$ cat config.mk
export PLATFORM = sky130hd
export DESIGN_NAME = noc_rx_sink
export DESIGN_NICKNAME = d
export VERILOG_FILES = /design/src/rtl/noc_pkg.sv /design/src/rtl/noc_seq_tracker.sv /design/src/rtl/noc_rx_sink.sv
export SDC_FILE = /design/constraint.sdc
export NUM_CORES = 1
export LEC_CHECK = 0
export CAP_MARGIN = 40
export CORE_UTILIZATION = 35
export CTS_CLUSTER_DIAMETER = 200
export DETAILED_ROUTE_END_ITERATION = 8
export PLACE_DENSITY_LB_ADDON = 0.3
export REMOVE_ABC_BUFFERS = 1
export SETUP_SLACK_MARGIN = 0.1
export SLEW_MARGIN = 10
export SYNTH_ARGS = -nofsm -noshare
export SYNTH_HDL_FRONTEND = slang
export SYNTH_HIERARCHICAL = 1
export SYNTH_SLANG_ARGS = --single-unit
$ cat constraint.sdc
create_clock -name clk -period 5.07 [get_ports clk]
set_input_delay 1.521 -clock clk [delete_from_list [all_inputs] [get_ports clk]]
set_output_delay 1.521 -clock clk [all_outputs]
set_load 0.1 [all_outputs]
$ cat src/rtl/noc_pkg.sv
// Flit layout and tracker state shared by the NoC endpoints (sink and traffic generator).
package noc_pkg;
  localparam int SEQ_W     = 11;
  localparam int NODE_W    = 2;
  localparam int FLIT_W    = 16;
  localparam int VALID_BIT = 0;
  localparam int DEST_LSB  = 1;
  localparam int SRC_LSB   = 3;
  localparam int SEQ_LSB   = 5;

  typedef struct packed {
    logic [SEQ_W-1:0]  seq;
    logic [NODE_W-1:0] src;
    logic [NODE_W-1:0] dest;
    logic              valid;
  } flit_t;

  typedef enum logic {UNSYNC, SYNCED} trk_state_e;
endpackage

$ cat src/rtl/noc_seq_tracker.sv
// Per-source sequence checker: syncs on the first accepted flit, then expects seq to advance by STRIDE.
module noc_seq_tracker
  import noc_pkg::*;
#(
  parameter logic [SEQ_W-1:0] STRIDE = 11'd3
) (
  input  logic             clk,
  input  logic             reset,
  input  logic             hit,
  input  logic [SEQ_W-1:0] seq,
  output logic             err
);
  trk_state_e       state, state_nxt;
  logic [SEQ_W-1:0] expected, expected_nxt;

  always_ff @(posedge clk) begin
    if (reset) begin
      state    <= UNSYNC;
      expected <= '0;
    end else begin
      state    <= state_nxt;
      expected <= expected_nxt;
    end
  end

  // Match and mismatch both land on seq+STRIDE, so the resync path is free.
  always_comb begin
    state_nxt    = state;
    expected_nxt = expected;
    err          = 1'b0;
    if (hit) begin
      err          = (state == SYNCED) && (seq != expected);
      state_nxt    = SYNCED;
      expected_nxt = seq + STRIDE;
    end
  end
endmodule

$ cat src/rtl/noc_rx_sink.sv
// NoC receive endpoint: decodes flits, flags misroutes and sequence gaps, keeps saturating stats.
module noc_rx_sink
  import noc_pkg::*;
#(
  parameter logic [NODE_W-1:0] ID        = 2'd0,
  parameter int                NUM_NODES = 4,
  parameter int                CNT_W     = 16
) (
  input  logic                 clk,
  input  logic                 reset,
  input  logic [FLIT_W-1:0]    dataIn,
  input  logic                 clear_stats,
  output logic                 flit_valid,
  output logic [NODE_W-1:0]    flit_src,
  output logic [SEQ_W-1:0]     flit_seq,
  output logic                 seq_error,
  output logic [CNT_W-1:0]     rx_count,
  output logic [CNT_W-1:0]     seq_err_count,
  output logic [CNT_W-1:0]     misroute_count
);
  localparam logic [SEQ_W-1:0] STRIDE = SEQ_W'(NUM_NODES - 1);

  flit_t                f;
  logic                 misroute, accept, seq_err_now;
  logic [NUM_NODES-1:0] hit, trk_err;

  assign f           = flit_t'(dataIn);
  assign misroute    = f.valid && ((f.dest != ID) || (f.src == ID));
  assign accept      = f.valid && !misroute;
  assign seq_err_now = |trk_err;

  // accept already excludes src==ID, so that tracker never sees a hit.
  for (genvar i = 0; i < NUM_NODES; i++) begin : g_trk
    assign hit[i] = accept && (f.src == NODE_W'(i));
    noc_seq_tracker #(.STRIDE(STRIDE)) u_trk (
      .clk   (clk),
      .reset (reset),
      .hit   (hit[i]),
      .seq   (f.seq),
      .err   (trk_err[i])
    );
  end

  function automatic logic [CNT_W-1:0] sat_inc(input logic [CNT_W-1:0] c);
    return (&c) ? c : c + CNT_W'(1);
  endfunction

  always_ff @(posedge clk) begin
    if (reset) begin
      flit_valid     <= 1'b0;
      seq_error      <= 1'b0;
      flit_src       <= '0;
      flit_seq       <= '0;
      rx_count       <= '0;
      seq_err_count  <= '0;
      misroute_count <= '0;
    end else begin
      flit_valid <= accept;
      seq_error  <= seq_err_now;
      if (accept) begin
        flit_src <= f.src;
        flit_seq <= f.seq;
      end
      // Clear beats a coinciding increment; pulses above are unaffected.
      if (clear_stats) begin
        rx_count       <= '0;
        seq_err_count  <= '0;
        misroute_count <= '0;
      end else begin
        if (accept)      rx_count       <= sat_inc(rx_count);
        if (seq_err_now) seq_err_count  <= sat_inc(seq_err_count);
        if (misroute)    misroute_count <= sat_inc(misroute_count);
      end
    end
  end
endmodule

==> summary.md <==
| Metric | Value |
|---|---|
| Max Root-Sink Buffers | 2 |
| Buf/Inv on CP | 1 |
| Largest net degree at the start of global routing | 67 |
| Clk sinks | roughly 110 |
| # resized after CTS | 0 |
| # fillers | 1558 |
| Port buffer count | 81 |
| Final WS setup | 0.783 ns |
| # setup viols final | 0 |
| CTS tree | yes |
| CTS Hold Bufs | 0 |
| YS warnings | 6 |
| Final Cell Area | 8410 µm² |
| GR Overflow Total | 0 |
| Slew Limit Headroom | between 40% and 50% |
| Initial DRC count | 371 |
| R2R Setup Slk | 2.66 ns |
| Placed Area | ~8000 µm² |
| Ys async rst share | 0% |
| Antenna diode count | 0 |
| Worst path most repeated cell | nand2_1 |
| Routed Antenna Nets | 0 |
| First-pass GRT wire length | 27800 µm |
| Post-route DRC | 0 |
| Post-DR vias/cell | 5.51 |
| Period utilisation layout | between 80% and 90% |
| Clk_lat worst skew | 0.36 ns |
| Crit Path Class | in -> reg |
| Crit path arrival time | 4.57 ns |
| Maxcap violations | 0 |
| CP Max Fanout | 10 |
| Worst path cell trace | clkdlybuf4s50_1 > or2_1 > and3_1 > nand2_1 > nor2_1 > nand2_1 > a31oi_1 > nor4_1 > or3_1 > or4_1 > a21oi_1 |
| Vias in the first global route | approximately 5500 |
| Core area | 16600 µm² |
| Slew @ Worst Pin | 0.886 ns |
| Slew Limit Fails | 0 |
| Die Y | roughly 130 µm |
| Boundary pin count | 82 |
| Placer Congestion | 0.780 |
| Clock buffer count from CTS | 9 |
| #FFs+latches synth | 111 |
| Final critical-path required period | 4.29 ns |
| Power Density | 221 nW/µm² |
| CP startpoint kind | primary input |
| Synth Cell Area | 5950 µm² |
| Status | complete, no violations |
| Pleak | 2.90 nW |
| Die width | between 100 and 150 µm |
| Post-synth cell types | 49 |
| NumNets Final | 891 |
| Initial Util | 35.9% |
| Crit end category | flip-flop |
| Die area | about 18000 µm² |
| Vias | roughly 6000 |
| DRT Wirelength | about 17000 µm |
| CP delay by family, top | simple AND/OR/NAND/NOR gates |
| CP required | ~5.4 ns |
| RSZ-0062 raised after global routing | false |
| Crit-path max cell delay | between 0.5 and 0.6 ns |
| Final Core Density | about half |
| Commonest non-fill, non-tap cell in the layout | dfxtp_1 |
| DP Worst Slack | 0.426 ns |
| Pre-antenna DRT Iters | 5 |
| Hold Path Class | reg -> reg |
| Most frequent cells in the layout | dfxtp_1 (111), clkdlybuf4s50_1 (80), nor2_1 (66), buf_8 (62), nand2_1 (55) |
| Max rail drop VDD | 198 µV |
| Clock Skew | 0.00850 ns |
| Clk slew on worst S/H paths | 0.07 ns |
| Mapped Cells | 707 |
| Avg Cell Area, Syn | around 8.4 µm² |
| Share of post-route cells with drive strength above 1 | 14.6% |
| Hpwl dp | 12100 µm |
| Area grow syn2layout | 41.3% |
| Total Routing Usage GR | 19.5% |
| WL per Instance | around 15 µm |
| Rows | 47 |
| Hold Vio Cnt, Final | 0 |
| Initial antenna violation count | 0 |
| Most used DFF post-synth | dfxtp_1 |
| Sequential area share after synthesis | between 30% and 40% |
| H-tree depth | 3 |
| Root buffer cell | clkbuf_16 |
| Number of synthesized flops with an enable pin | 0 |
| Achievable Freq | 233 MHz |
| CP max-delay cell | clkdlybuf4s50_1 |
| Postcts setup bufs | 0 |
==> cells in the mapped netlist, types with 19 or more instances <==
cell / n / area (µm²)
a311oi_1: 20 / 175
nor2_1: 66 / 248
xor2_1: 52 / 455
o31ai_1: 29 / 218
a21oi_1: 43 / 215
nor4_1: 19 / 119
dfxtp_1: 111 / 2220
nand2_1: 55 / 206
nand4_1: 21 / 131
clkbuf_1: 26 / 97.6
or4_1: 29 / 218
nand3_1: 21 / 105
o21ai_0: 24 / 120
a211oi_1: 27 / 203
==> cell families (layout without fill, tap and decap cells) <==
| family | count (synthesis) | count (layout) | synth area share, % |
|---|---|---|---|
| AO/OA/AOI/OAI | 178 | 178 | 20.7 |
| XOR/XNOR | 60 | 60 | 8.83 |
| adder cells (fa/ha/maj) | 7 | 7 | 1.47 |
| buffers and inverters | 47 | 206 | 3.15 |
| flip-flops | 111 | 111 | 37.3 |
| multiplexers | 11 | 11 | 1.85 |
| other | 1 | 5 | 0.0630 |
| AND/OR/NAND/NOR | 292 | 292 | 26.6 |
==> power breakdown <==
| part | internal [mW] | switching [mW] | leakage (nW) |
|---|---|---|---|
| Sequential | 0.888 | 0.0106 | 0.899 |
| Clock | 0.382 | 0.339 | 0.142 |
| Combinational | 0.0899 | 0.151 | 1.86 |
| Total | 1.36 | 0.500 | 2.90 |
==> worst paths after layout <==
kind	start	cells past startpoint	end
hold / removal	flit_seq[1]	2	flit_seq[1]
setup / recovery	dataIn[4]	11	seq_err_count[9]
setup reg to reg	g_trk[3].u_trk/expected[9]	7	seq_err_count[7]
hold reg to reg	flit_seq[1]	2	flit_seq[1]
==> per-stage QoR <==
| step | setup TNS, ns | total power [mW] | cells | hold WS, ns |
|---|---|---|---|---|
| 3_5_place_dp | 0 | 1.16 | 1074 | 0.446 |
| 6_report | 0 | 1.86 | 1090 | 0.455 |
| 4_1_cts | 0 | 1.88 | 1090 | 0.456 |
| 2_1_floorplan | -0.994 | 1.04 | 681 | 0.435 |
| 3_3_place_gp | 0 | 1.14 | 1011 | 0.445 |
| 5_1_grt | 0 | 1.93 | 1090 | 0.475 |
==> per-layer routing <==
metal  routed length, µm  GRT usage (%)
met1                7930           26.3
met4                 228           5.04
met3                 829           3.73
met5                   0              0
met2                7860           31.6
==> cell type report <==
type | count | area, µm² | share of cell area (%)
inverters | 17 | 63.8 | 0.759
flip-flops and latches | 111 | 2220 | 26.4
clock inverters | 6 | 61.3 | 0.729
well taps | 220 | 275 | 3.27
multi-input cells | 553 | 3560 | 42.4
repair buffers | 173 | 1990 | 23.7
clock buffers | 10 | 229 | 2.72
==> registers in the layout, indices dropped and copies added, names as in the netlist <==
name	count
flit_src	2
flit_valid	1
seq_err_count	16
rx_count	16
flit_seq	11
seq_error	1
g_trk.u_trk/expected	44
misroute_count	16
g_trk.u_trk/state	4
==> worst min-delay path, cell delays in order, from the launching register on <==
cell     delay [ns]
dfxtp_1        0.31
nand2_1        0.05
a21oi_1        0.05
Power figures use the tool's default switching activity.
